### config.mk
export PLATFORM = sky130hd
export DESIGN_NAME = fv_ccp_tagpipe_gen_addr_flat
export DESIGN_NICKNAME = d
export VERILOG_FILES = /design/src/rtl/fv_ccp_tagpipe_gen_addr_if.sv /design/src/rtl/fv_ccp_tagpipe_gen_addr.sv /design/src/flat_wrapper.sv
export SDC_FILE = /design/constraint.sdc
export NUM_CORES = 1
export LEC_CHECK = 0
export ABC_AREA = 1
export CORE_MARGIN = 5
export CORE_UTILIZATION = 43
export CTS_CLUSTER_DIAMETER = 100
export CTS_CLUSTER_SIZE = 24
export DETAILED_ROUTE_END_ITERATION = 8
export PLACE_DENSITY = 0.76
export SETUP_SLACK_MARGIN = 0.5
export SLEW_MARGIN = 30
export SYNTH_ARGS = -nofsm -noshare
export SYNTH_HDL_FRONTEND = slang
export SYNTH_SLANG_ARGS = --single-unit
### constraint.sdc
create_clock -name clk -period 1.2 [get_ports clk]
set_input_delay 0.12 -clock clk [delete_from_list [all_inputs] [get_ports clk]]
set_output_delay 0.12 -clock clk [all_outputs]
set_load 0.01 [all_outputs]
### src/rtl/fv_ccp_tagpipe_gen_addr_if.sv
// Request/response bundle for the tag-pipe address regenerator.
// The DUT takes the slave side; a driver or bench takes the master side.
interface fv_ccp_tagpipe_gen_addr_if #(
    parameter int MAX_TAG_BANKS_W = 2,
    parameter int SET_PER_BANK_W  = 9,
    parameter int TAG_W           = 16,
    parameter int ADDRESS_W       = 32
);
    logic                       in_valid;
    logic                       in_ready;
    logic [MAX_TAG_BANKS_W-1:0] bnk_num;
    logic [SET_PER_BANK_W-1:0]  set;
    logic [TAG_W-1:0]           tag;
    logic                       out_valid;
    logic                       out_ready;
    logic [ADDRESS_W-1:0]       address_out;
    logic                       out_err;

    modport master (
        output in_valid, bnk_num, set, tag, out_ready,
        input  in_ready, out_valid, address_out, out_err
    );

    modport slave (
        input  in_valid, bnk_num, set, tag, out_ready,
        output in_ready, out_valid, address_out, out_err
    );
endinterface

### src/rtl/fv_ccp_tagpipe_gen_addr.sv
// Rebuilds a cache-line address from tag-pipe {bank, set, tag} coordinates through a
// 2-stage valid/ready pipeline, flagging out-of-range banks and counting completed beats.
module fv_ccp_tagpipe_gen_addr #(
    parameter int N_SETS              = 1024,
    parameter int N_TAG_BANKS         = 2,
    parameter int BNK_W               = $clog2(N_TAG_BANKS),
    parameter int SET_PER_BANK_W      = $clog2(N_SETS / N_TAG_BANKS),
    parameter int ADDRESS_W           = 32,
    parameter int CACHE_LINE_OFFSET_W = 6,
    parameter int TAG_W               = ADDRESS_W - (BNK_W + SET_PER_BANK_W + CACHE_LINE_OFFSET_W),
    parameter int BANK_SEL_BIT        = 0,
    parameter int MAX_TAG_BANKS_W     = 2,
    parameter int CNT_W               = 16
) (
    input  logic                         clk,
    input  logic                         reset_n,
    fv_ccp_tagpipe_gen_addr_if.slave     bus,
    output logic                         err_bad_bank,
    output logic [CNT_W-1:0]             txn_cnt
);
    localparam int IDX_W = SET_PER_BANK_W + BNK_W;
    localparam logic [IDX_W-1:0] LOW_MASK = (IDX_W'(1) << BANK_SEL_BIT) - IDX_W'(1);
    localparam logic [IDX_W-1:0] BNK_MASK = (IDX_W'(1) << BNK_W) - IDX_W'(1);
    localparam logic [MAX_TAG_BANKS_W:0] BANK_LIMIT = (MAX_TAG_BANKS_W + 1)'(N_TAG_BANKS);

    logic [IDX_W-1:0]     set_ext;
    logic [IDX_W-1:0]     bnk_ext;
    logic [IDX_W-1:0]     full_idx;
    logic [ADDRESS_W-1:0] req_addr;
    logic                 req_err;

    logic                 s1_valid;
    logic [ADDRESS_W-1:0] s1_addr;
    logic                 s1_err;
    logic                 s2_valid;
    logic [ADDRESS_W-1:0] s2_addr;
    logic                 s2_err;
    logic                 s2_load;
    logic                 accept;

    // Set bits split around the bank field; a zero-width bank field masks bnk_num out entirely.
    always_comb begin
        set_ext  = IDX_W'(bus.set);
        bnk_ext  = IDX_W'(bus.bnk_num) & BNK_MASK;
        full_idx = (set_ext & LOW_MASK)
                 | (bnk_ext << BANK_SEL_BIT)
                 | ((set_ext >> BANK_SEL_BIT) << (BANK_SEL_BIT + BNK_W));
        req_addr = {bus.tag, full_idx, {CACHE_LINE_OFFSET_W{1'b0}}};
        req_err  = ({1'b0, bus.bnk_num} >= BANK_LIMIT);
    end

    assign s2_load         = !s2_valid || bus.out_ready;
    assign bus.in_ready    = !s1_valid || s2_load;
    assign accept          = bus.in_valid && bus.in_ready;
    assign bus.out_valid   = s2_valid;
    assign bus.address_out = s2_addr;
    assign bus.out_err     = s2_err;

    always_ff @(posedge clk or negedge reset_n) begin
        if (!reset_n) begin
            s1_valid     <= 1'b0;
            s1_addr      <= '0;
            s1_err       <= 1'b0;
            s2_valid     <= 1'b0;
            s2_addr      <= '0;
            s2_err       <= 1'b0;
            err_bad_bank <= 1'b0;
            txn_cnt      <= '0;
        end else begin
            if (accept) begin
                s1_valid <= 1'b1;
                s1_addr  <= req_addr;
                s1_err   <= req_err;
                if (req_err) begin
                    err_bad_bank <= 1'b1;
                end
            end else if (s2_load) begin
                s1_valid <= 1'b0;
            end

            if (s2_load) begin
                s2_valid <= s1_valid;
                if (s1_valid) begin
                    s2_addr <= s1_addr;
                    s2_err  <= s1_err;
                end
            end

            if (s2_valid && bus.out_ready) begin
                txn_cnt <= txn_cnt + CNT_W'(1);
            end
        end
    end
endmodule

### src/flat_wrapper.sv
// flat-port wrapper written by rule: the top's interface ports become plain ports
module fv_ccp_tagpipe_gen_addr_flat 
#(
    parameter int N_SETS              = 1024,
    parameter int N_TAG_BANKS         = 2,
    parameter int BNK_W               = $clog2(N_TAG_BANKS),
    parameter int SET_PER_BANK_W      = $clog2(N_SETS / N_TAG_BANKS),
    parameter int ADDRESS_W           = 32,
    parameter int CACHE_LINE_OFFSET_W = 6,
    parameter int TAG_W               = ADDRESS_W - (BNK_W + SET_PER_BANK_W + CACHE_LINE_OFFSET_W),
    parameter int BANK_SEL_BIT        = 0,
    parameter int MAX_TAG_BANKS_W     = 2,
    parameter int CNT_W               = 16
)
  (clk, reset_n, err_bad_bank, txn_cnt, bus_in_valid, bus_bnk_num, bus_set, bus_tag, bus_out_ready, bus_in_ready, bus_out_valid, bus_address_out, bus_out_err);
  fv_ccp_tagpipe_gen_addr_if #(.MAX_TAG_BANKS_W(MAX_TAG_BANKS_W), .SET_PER_BANK_W(SET_PER_BANK_W), .TAG_W(TAG_W), .ADDRESS_W(ADDRESS_W)) bus_i ();
  input  logic clk;
  input  logic reset_n;
  output logic err_bad_bank;
  output logic [CNT_W-1:0] txn_cnt;
  input wire logic [$bits(bus_i.in_valid)-1:0] bus_in_valid;
  input wire logic [$bits(bus_i.bnk_num)-1:0] bus_bnk_num;
  input wire logic [$bits(bus_i.set)-1:0] bus_set;
  input wire logic [$bits(bus_i.tag)-1:0] bus_tag;
  input wire logic [$bits(bus_i.out_ready)-1:0] bus_out_ready;
  output wire logic [$bits(bus_i.in_ready)-1:0] bus_in_ready;
  output wire logic [$bits(bus_i.out_valid)-1:0] bus_out_valid;
  output wire logic [$bits(bus_i.address_out)-1:0] bus_address_out;
  output wire logic [$bits(bus_i.out_err)-1:0] bus_out_err;
  assign bus_i.in_valid = bus_in_valid;
  assign bus_i.bnk_num = bus_bnk_num;
  assign bus_i.set = bus_set;
  assign bus_i.tag = bus_tag;
  assign bus_i.out_ready = bus_out_ready;
  assign bus_in_ready = bus_i.in_ready;
  assign bus_out_valid = bus_i.out_valid;
  assign bus_address_out = bus_i.address_out;
  assign bus_out_err = bus_i.out_err;
  fv_ccp_tagpipe_gen_addr #(.N_SETS(N_SETS), .N_TAG_BANKS(N_TAG_BANKS), .BNK_W(BNK_W), .SET_PER_BANK_W(SET_PER_BANK_W), .ADDRESS_W(ADDRESS_W), .CACHE_LINE_OFFSET_W(CACHE_LINE_OFFSET_W), .TAG_W(TAG_W), .BANK_SEL_BIT(BANK_SEL_BIT), .MAX_TAG_BANKS_W(MAX_TAG_BANKS_W), .CNT_W(CNT_W)) u_core (.clk(clk), .reset_n(reset_n), .bus(bus_i), .err_bad_bank(err_bad_bank), .txn_cnt(txn_cnt));
endmodule
# After elaboration in Yosys (flattened, before gate mapping)

Cells that the tools add are included.

Flip-flop bits (word level): 73
Input bits: 31
Output and inout port bits: 52
Logic and storage cells: 22

Add/sub/neg operators: 1
$lt $le $gt $ge: 1
Muxes and demuxes: 2
Bitwise gates (word level): 1
Reduce and logical (&&, ||, !) cells: 9

Operator list:

| kind                    | count |
|---|---|
| $add A16 B1 Y16 const B | 1 |
| $or A1 B10 Y10          | 1 |
| $reduce_and A2 Y1       | 2 |
| $ge A2 B2 Y1 const B    | 1 |
| $logic_and A1 B1 Y1     | 2 |
| $logic_not A1 Y1        | 2 |
| $logic_or A1 B1 Y1      | 2 |
| $mux W1                 | 2 |
| $reduce_bool A2 Y1      | 1 |

# Longest topological paths before layout

Gate-level depths: netlist of the first run.

Depth in word-level cells: 5
Gate-level depth with buffers: 9
Mapped depth without buffers: 9

# Worst setup path after synthesis of the first run

No wires, ideal clock.

Kind: flip-flop to flip-flop
From: register u_core.s2_valid (netlist: u_core.bus.out_valid)
To: register u_core.s2_addr[26] (netlist: u_core.bus.address_out[26])
Setup time: 0.125 ns
Arrival: 1.148 ns
Required time: 1.075 ns
Slack: -0.072 ns
Stages on the path, launching flop included: 5
Buffers on the path: 1
Clock period less this slack: 1.272 ns
Path through: dfrtp_1 > nand2_1 > nand2_1 > buf_2 > mux2_2

Word-level cells in the longest chain between the ends: 3

Ends and longest elaborated chain:

| what                               | RTL line                      | RTL |
|---|---|---|
| start, declared                    | fv_ccp_tagpipe_gen_addr.sv:35 | `logic s2_valid;` |
| start signal, assigned             | fv_ccp_tagpipe_gen_addr.sv:82 | `s2_valid <= s1_valid;` |
| $logic_not A1 Y1                   | fv_ccp_tagpipe_gen_addr.sv:52 | `assign s2_load = !s2_valid \|\| bus.out_ready;` |
| $logic_or A1 B1 Y1                 | fv_ccp_tagpipe_gen_addr.sv:52 |  |
| $reduce_and A2 Y1 (no source line) | -                             |  |
| end signal, assigned               | fv_ccp_tagpipe_gen_addr.sv:84 | `s2_addr <= s1_addr;` |
| end, declared                      | fv_ccp_tagpipe_gen_addr.sv:36 | `logic [ADDRESS_W-1:0] s2_addr;` |

Every way passes these cells.
A chain may end at the register's enable or synchronous reset.

# Final worst setup path of the first run

From: register u_core.txn_cnt[0]
To: register u_core.txn_cnt[14]

Word-level cells in the longest chain between the ends: 1

Ends and longest elaborated chain:

| what                   | RTL line                      | RTL |
|---|---|---|
| start, declared        | fv_ccp_tagpipe_gen_addr.sv:19 | `output logic [CNT_W-1:0] txn_cnt` |
| start signal, assigned | fv_ccp_tagpipe_gen_addr.sv:90 | `txn_cnt <= txn_cnt + CNT_W'(1);` |
| $add A16 B1 Y16        | fv_ccp_tagpipe_gen_addr.sv:90 |  |

Every way passes these cells.

==> results of run 1 <==
## flip-flops by register name (all words and copies together), names as in the netlist
register                cells
u_core.bus.address_out     26
u_core.txn_cnt             16
u_core.s1_addr             26
u_core.s1_err               1
u_core.s1_valid             1
u_core.err_bad_bank         1
u_core.bus.out_err          1
u_core.bus.out_valid        1
## worst paths after layout
kind / end / from / depth (start not counted)
worst max-delay path: u_core.txn_cnt[14] / u_core.txn_cnt[0] / 9
worst min-delay path: u_core.txn_cnt[3] / reset_n / 1
worst max register to register: u_core.txn_cnt[14] / u_core.txn_cnt[0] / 9
worst min register to register: u_core.s1_addr[21] / u_core.s1_addr[21] / 2
max in group asynchronous: u_core.txn_cnt[11] / reset_n / 2
min in group clk: u_core.s1_addr[25] / bus_tag[9] / 3
## cells in the mapped netlist (all sizes together)
library cell	number	share of area
buf	13	0.032
nor3	3	0.0066
nand2	110	0.14
nand3	7	0.013
ha	1	0.0042
xor2	7	0.020
dfrtp	73	0.61
nor2	12	0.017
clkbuf	2	0.0025
mux2	15	0.056
xnor2	3	0.0087
nand4	5	0.010
inv	35	0.044
o21ai	24	0.040
conb	1	0.0012
## timing repair
item,4_1_cts,5_1_grt
cloned,7,1
setup buffers,36,20
pin swaps,21,17
endpoints found under the setup margin,119,192
gates resized for setup,280,55
hold endpoints to repair,73,73
## cells by family after synthesis
group,synth area share
mux,0.0561
xor+xnor,0.0291
fa+ha+maj,0.00415
compound gates,0.0399
simple gates,0.186
buf+inv,0.0777
other cells,0.00124
flops,0.606
## worst max-delay path, cell delays in order, from the launching register on
cell     delay [ns]
dfrtp_1        0.41
ha_4           0.19
nand2_2        0.06
nor2_2         0.12
nand2_2        0.09
nor2_4         0.15
nand2_1        0.07
nand2_1        0.09
nand2_1        0.05
inv_1          0.05
## power by group through the flow
stage,Clock [W],Sequential (W),Combinational [W]
6_report,0.00204,0.00342,0.00371
5_1_grt,0.00216,0.00347,0.00393
4_1_cts,0.00201,0.00339,0.00298
3_5_place_dp,0,0.00342,0.00242
3_3_place_gp,0,0.00341,0.00234
2_1_floorplan,0,0.00355,0.000960
## metrics by stage
step                hold slack [ns]  cell area [µm²]
floorplan                    -0.176             3200
global placement            -0.0207             4150
detailed placement          -0.0191             4150
CTS                           0.310             4960
global route                 -0.387             5350
finish                       -0.384             5350
## final cells by class
type                       count  area [µm²]  share of cell area
clock inverter                 5        53.8              0.0100
timing repair buffer         162        1630               0.304
sequential                    73        1830               0.342
clock buffer                  11         151              0.0283
inverter                      35         144              0.0269
tap                           96         120              0.0224
multi-input combinational    193        1420               0.266
## metal layers
metal	global-route usage	up-vias	wire, µm
li1	-	1288	-
met1	0.242	1396	3800
met2	0.349	105	5180
met3	0.0433	15	518
met4	0.0626	0	131
met5	0	-	0
==> flow_summary.json, run 1 <==
{
  "cts_sinks": 73,
  "antenna_cells": 0,
  "skew_ns": 0.00871,
  "switching_power_w": 0.00303,
  "p_int_w": 0.00614,
  "cts_tree": "yes",
  "ios": 83,
  "port_buffers": 76,
  "grt_pass1_vias": 2798,
  "reg2reg_slack_ns": -0.13,
  "post-route-util": 0.788,
  "setup_violations": 70,
  "viasPerCell": 4.88,
  "layout.cells.most_common_list": "69 x dfrtp_1, 55 x nand2_1, 45 x buf_4",
  "cts_buffers": 9,
  "nFillCells": 405,
  "drive_gt1_frac": 0.537,
  "clock.fmax_mhz": 751,
  "rsz0062_at_grt": "true",
  "dr.first_iter.drc_count": 121,
  "num_vias": 2804,
  "final_common_cell": "dfrtp_1",
  "hold_viol_final": 73,
  "syn_inst": 311,
  "clkLatencyLatePin_ns": 0.35,
  "clk_pin_slew_ns": 0.08,
  "drt-pass1-iter-count": 4,
  "ir_drop_mv": 1.11,
  "finalCriticalPeriod_ns": 1.33,
  "placed_cells": 495,
  "ys_seq_area_frac": 0.606,
  "power_w": 0.00917,
  "layout_setup_ws_ns": -0.131,
  "initial_core_util": 0.443,
  "num_rows": 30,
  "pre_cts_ws_ns": -0.319,
  "dpl.hpwl_um": 4950,
  "worstSetupPathType": "flip-flop to flip-flop",
  "critPathRequiredTime_ns": 1.49,
  "seqPwrFrac": 0.373,
  "avgSynthCellArea_um2": 9.69,
  "gp_congestion": 0.846,
  "arrival_ns": 1.62,
  "finalMaxSlewViolations": 0,
  "p_per_area_nw_per_um2": 1710,
  "timing.final.crit_share": 1.11,
  "cts_hold_buf": 1,
  "layout.nets": 506,
  "failed_checks": "hold timing, setup timing",
  "combPwrFrac": 0.405,
  "holdWs_ns": -0.384,
  "area_delta_synth_final_pct": 77.7,
  "status": "complete, but fails checks",
  "syn_area_um2": 3010,
  "cts_root_buf": "clkbuf_8",
  "maxCapViolations": 0,
  "hold_class": "input port to asynchronous set/reset pin",
  "netSwitchingFraction": 0.330,
  "chipHeight_um": 93.7,
  "drt-total-wl_um": 9630,
  "grt_usage": 0.199,
  "die-area_um2": 8780,
  "endpoint_kind": "flip-flop",
  "grt_pass1_wl_um": 13500,
  "cp-start-kind": "flip-flop",
  "core_um2": 6790,
  "wire_per_inst_um": 16.7,
  "synth.lib_cells_used.distinct": 23,
  "ys_seq_elements": 73,
  "clkPwrFrac": 0.222,
  "postRouteAntennaNets": 0,
  "cp_max_fo": 3,
  "fin_cells": 575,
  "ctsLongestPathBuffers": 2,
  "p_leak_nw": 2.72,
  "gr-total-overflow": 0,
  "synth_warnings": 0,
  "die-width_um": 93.7,
  "grt_max_degree": 43,
  "antenna_found_initial": 0,
  "htree_levels": 3,
  "drc": 0,
  "fin_setup_tns_ns": -4.99
}
Power figures use the tool's default switching activity.
==> run 2: changes to the inputs <==
- PLACE_DENSITY: 0.76 -> 0.88
- SLEW_MARGIN: 30 -> default
==> flow_summary.json, run 2 (synthesized netlist as in run 1, its figures left out) <==
{
  "status": "complete, but fails checks",
  "failed_checks": "hold timing, setup timing",
  "grt_usage": 0.191,
  "critPathRequiredTime_ns": 1.43,
  "gr-total-overflow": 0,
  "arrival_ns": 1.52,
  "cts_tree": "yes",
  "grt_pass1_vias": 2819,
  "fin_area_um2": 4930,
  "setup_violations": 66,
  "placed_cells": 491,
  "layout_setup_ws_ns": -0.0938,
  "htree_levels": 3,
  "ir_drop_mv": 0.810,
  "p_leak_nw": 2.52,
  "skew_ns": 0.00911,
  "dpl.hpwl_um": 5110,
  "power_w": 0.00874,
  "cp_slowest_stage_delay_ns": 0.41,
  "grt_max_degree": 41,
  "clk_pin_slew_ns": 0.09,
  "endpoint_kind": "flip-flop",
  "p_per_area_nw_per_um2": 1770,
  "rsz0062_at_grt": "true",
  "cts_buffers": 9,
  "hold_viol_final": 73,
  "wire_per_inst_um": 15.4,
  "timing.final.crit_share": 1.08,
  "worstSetupPathType": "flip-flop to flip-flop",
  "maxCapViolations": 0,
  "chipHeight_um": 93.7,
  "die-area_um2": 8780,
  "drt-pass1-iter-count": 4,
  "drt-total-wl_um": 8600,
  "drive_gt1_frac": 0.469,
  "die-width_um": 93.7,
  "num_vias": 2695,
  "cp_max_fo": 8,
  "port_buffers": 76,
  "cts_root_buf": "clkbuf_8",
  "final_common_cell": "nand2_1",
  "num_rows": 30,
  "grt_pass1_wl_um": 13000,
  "gp_congestion": 0.963,
  "hold_class": "input port to asynchronous set/reset pin",
  "layout.cells.most_common_list": "72 x nand2_1, 70 x dfrtp_1, 48 x buf_4",
  "viasPerCell": 4.84,
  "finalCriticalPeriod_ns": 1.29,
  "post-route-util": 0.726,
  "clkLatencyLatePin_ns": 0.35,
  "ios": 83,
  "core_um2": 6790,
  "post_dp_cell_area_um2": 4080,
  "ctsLongestPathBuffers": 2,
  "fin_cells": 557,
  "postRouteAntennaNets": 0,
  "crit_chain": "buf_6, buf_6, nand2_8, nand2_8, mux2_4",
  "clock.fmax_mhz": 773,
  "cts_sinks": 73,
  "drc": 0,
  "dr.first_iter.drc_count": 82,
  "cp-start-kind": "flip-flop",
  "crit_path_top_delay_cell": "dfrtp_2",
  "layout.nets": 488,
  "antenna_cells": 0,
  "initial_core_util": 0.443,
  "area_delta_synth_final_pct": 63.7,
  "holdWs_ns": -0.351,
  "finalMaxSlewViolations": 0,
  "antenna_found_initial": 0
}
## run 2: final cells by class
type / count / area (µm²)
fillers: 454 / 1860
flip-flops and latches: 73 / 1830
multi-input cells: 195 / 1370
repair buffers: 142 / 1240
inverters: 35 / 146
clock buffers: 9 / 124
well taps: 96 / 120
clock inverters: 7 / 101
## run 2: worst paths after layout
| kind | start | end | slack, ns | cells after the start |
|---|---|---|---|---|
| max | u_core.bus.out_valid | u_core.bus.address_out[26] | -0.09 | 5 |
| max in group asynchronous | reset_n | u_core.txn_cnt[2] | 1.03 | 2 |
| min in group clk | bus_set[2] | u_core.s1_addr[9] | 0.31 | 3 |
| min reg2reg | u_core.s1_addr[23] | u_core.s1_addr[23] | 0.49 | 2 |
| min | reset_n | u_core.bus.address_out[10] | -0.35 | 1 |
| max reg2reg | u_core.bus.out_valid | u_core.bus.address_out[26] | -0.09 | 5 |
## run 2: through the flow
stage / TNS, ns / setup WS (ns)
final: -3.32 / -0.0938
after global routing: -6.16 / -0.175
after CTS: -0.558 / -0.0396
after detailed placement: -24.46 / -0.527
after global placement: -22.53 / -0.447
after floorplan: -0.104 / -0.0451
## run 2: worst max-delay path: cells and delay by family, from the launching register on
family | cells | cell delay, ns
buf+inv | 2 | 0.24
flops | 1 | 0.41
simple gates | 2 | 0.21
mux | 1 | 0.31
## run 2: per-layer routing
layer	track usage	up-vias	wire, µm
met5	0	-	0
met4	0.0674	0	185
met3	0.0553	23	480
met2	0.339	96	4640
met1	0.217	1327	3300
li1	-	1249	-
## run 2: timing repair
action	4_1_cts	5_1_grt
endpoints found under the setup margin	119	119
endpoints found under the hold margin	73	23
setup buffers	32	14
pin swaps	19	18
gates resized for setup	236	56
gates cloned	3	1
## run 2: power breakdown
part           leakage (nW)  switching [W]  total, W  internal, W
registers             0.886       0.000383   0.00338      0.00300
clock network         0.112       0.000977   0.00217      0.00120
logic                  1.52        0.00144   0.00318      0.00174
==> run 3: changes to the inputs <==
- PLACE_DENSITY: 0.88 -> 0.76
- TNS_END_PERCENT: default -> 10
==> flow_summary.json, run 3 (synthesized netlist as in run 1, its figures left out) <==
{
  "status": "complete, but fails checks",
  "failed_checks": "hold timing, setup timing",
  "power_w": 0.00845,
  "postRouteAntennaNets": 0,
  "grt_max_degree": 28,
  "arrival_ns": 1.53,
  "area_delta_synth_final_pct": 53.3,
  "multiInputGateArea_um2": 1230,
  "crit_chain": "ha_4, nand3_4, nor3_4, buf_4, xor2_1",
  "cts_buffers": 9,
  "hold_class": "input port to asynchronous set/reset pin",
  "layout.nets": 458,
  "wire_per_inst_um": 13.9,
  "gr-total-overflow": 0,
  "r2r_cells": 5,
  "grt_pass1_vias": 2635,
  "gp_congestion": 0.890,
  "r2r-start": "u_core.txn_cnt[1]",
  "drt-pass1-iter-count": 4,
  "rsz0062_at_grt": "true",
  "nFillCells": 532,
  "fin_cells": 527,
  "viasPerCell": 4.64,
  "ios": 83,
  "cp-start-kind": "flip-flop",
  "holdWs_ns": -0.324,
  "hold_viol_final": 73,
  "critPathRequiredTime_ns": 1.46,
  "clk_pin_slew_ns": 0.07,
  "cts_sinks": 73,
  "drt-total-wl_um": 7310,
  "cts_tree": "yes",
  "dr.first_iter.drc_count": 86,
  "placed_cells": 492,
  "finalMaxSlewViolations": 0,
  "timing.final.crit_share": 1.05,
  "skew_ns": 0.00532,
  "reg2reg_slack_ns": -0.07,
  "ir_drop_mv": 0.892,
  "port_buffers": 76,
  "ctsLongestPathBuffers": 2,
  "clock.fmax_mhz": 790,
  "grt_usage": 0.171,
  "crit_path_top_delay_cell": "dfrtp_1",
  "num_rows": 30,
  "setup.worst_path.end": "u_core.txn_cnt[6]",
  "maxCapViolations": 0,
  "pre_cts_ws_ns": -0.338,
  "seq_area_um2": 1830,
  "initial_core_util": 0.443,
  "p_per_area_nw_per_um2": 1830,
  "cp_slowest_stage_delay_ns": 0.41,
  "cts_root_buf": "clkbuf_8",
  "antenna_cells": 0,
  "htree_levels": 3,
  "dpl.hpwl_um": 4800,
  "antenna_found_initial": 0,
  "worstSetupPathType": "flip-flop to flip-flop",
  "die-width_um": 93.7,
  "num_vias": 2447,
  "endpoint_kind": "flip-flop",
  "final_common_cell": "nand2_1",
  "layout_setup_ws_ns": -0.0658,
  "critical_path.startpoint": "u_core.txn_cnt[1]",
  "p_leak_nw": 2.35,
  "reg2reg_to": "u_core.txn_cnt[6]",
  "layout.cells.most_common_list": "81 x nand2_1, 72 x dfrtp_1, 31 x inv_1",
  "grt_pass1_wl_um": 11800,
  "drc": 0,
  "clkLatencyLatePin_ns": 0.34,
  "setup_violations": 28,
  "drive_gt1_frac": 0.383,
  "die-area_um2": 8780,
  "core_um2": 6790,
  "chipHeight_um": 93.7,
  "cp_max_fo": 3,
  "finalCriticalPeriod_ns": 1.27
}
## run 3: cell count changes in the layout (fill, tap and decap cells not counted), moves of 5 or more
| cell | previous run | this run |
|---|---|---|
| nand2_1 | 72 | 81 |
| o21ai_1 | 17 | 22 |
| nand2_2 | 28 | 21 |
| o21ai_2 | 7 | 2 |
| nand2_8 | 5 | 0 |
| buf_4 | 48 | 22 |
## run 3: how the worst min path moves through the flow
stage	start	endpoint	depth (start not counted)
detailed placement	reset_n	u_core.txn_cnt[0]	1
CTS	reset_n	u_core.txn_cnt[0]	1
floorplan	reset_n	u_core.bus.address_out[10]	0
global placement	reset_n	u_core.txn_cnt[0]	1
global route	reset_n	u_core.txn_cnt[0]	1
finish	reset_n	u_core.txn_cnt[0]	1
## run 3: stage by stage
stage / area (µm²) / util / setup TNS [ns]
floorplan: 3060 / - / -0.768
global placement: 4050 / 0.595 / -16.08
detailed placement: 4050 / 0.595 / -16.25
CTS: 4340 / 0.638 / -0.395
global route: 4620 / 0.680 / -2.93
finish: 4620 / 0.680 / -0.558
## run 3: final cells by class
type | count | share of cell area
flip-flops and latches | 73 | 0.396
multi-input cells | 193 | 0.265
repair buffers | 114 | 0.230
inverters | 35 | 0.0301
clock buffers | 10 | 0.0276
well taps | 96 | 0.0260
clock inverters | 6 | 0.0249
## run 3: where the power goes
group          internal, W  leakage, nW  switching, W
Sequential         0.00300        0.887      0.000373
Clock              0.00139        0.117      0.000941
Combinational      0.00150         1.35       0.00125
Total              0.00589         2.35       0.00256
## run 3: critical path, delay by kind of cell, from the launching register on
kind / cells / cell delay, ns
and+or+nand+nor: 2 / 0.33
adders and majority gates: 1 / 0.18
buffers and inverters: 1 / 0.14
xor gates and xnor gates: 1 / 0.13
DFF: 1 / 0.41
## run 3: routing by layer
layer	track usage	part of all wire
met3	0.0569	0.063
met5	0	0
met4	0.0782	0.019
met2	0.277	0.49
met1	0.208	0.42
## run 3: what timing repair did
action,4_1_cts,5_1_grt
setup endpoints to repair,119,119
pin swaps,6,11
gates cloned,0,2
resized for setup,229,76
setup buffers,14,3
endpoints found under the hold margin,58,23
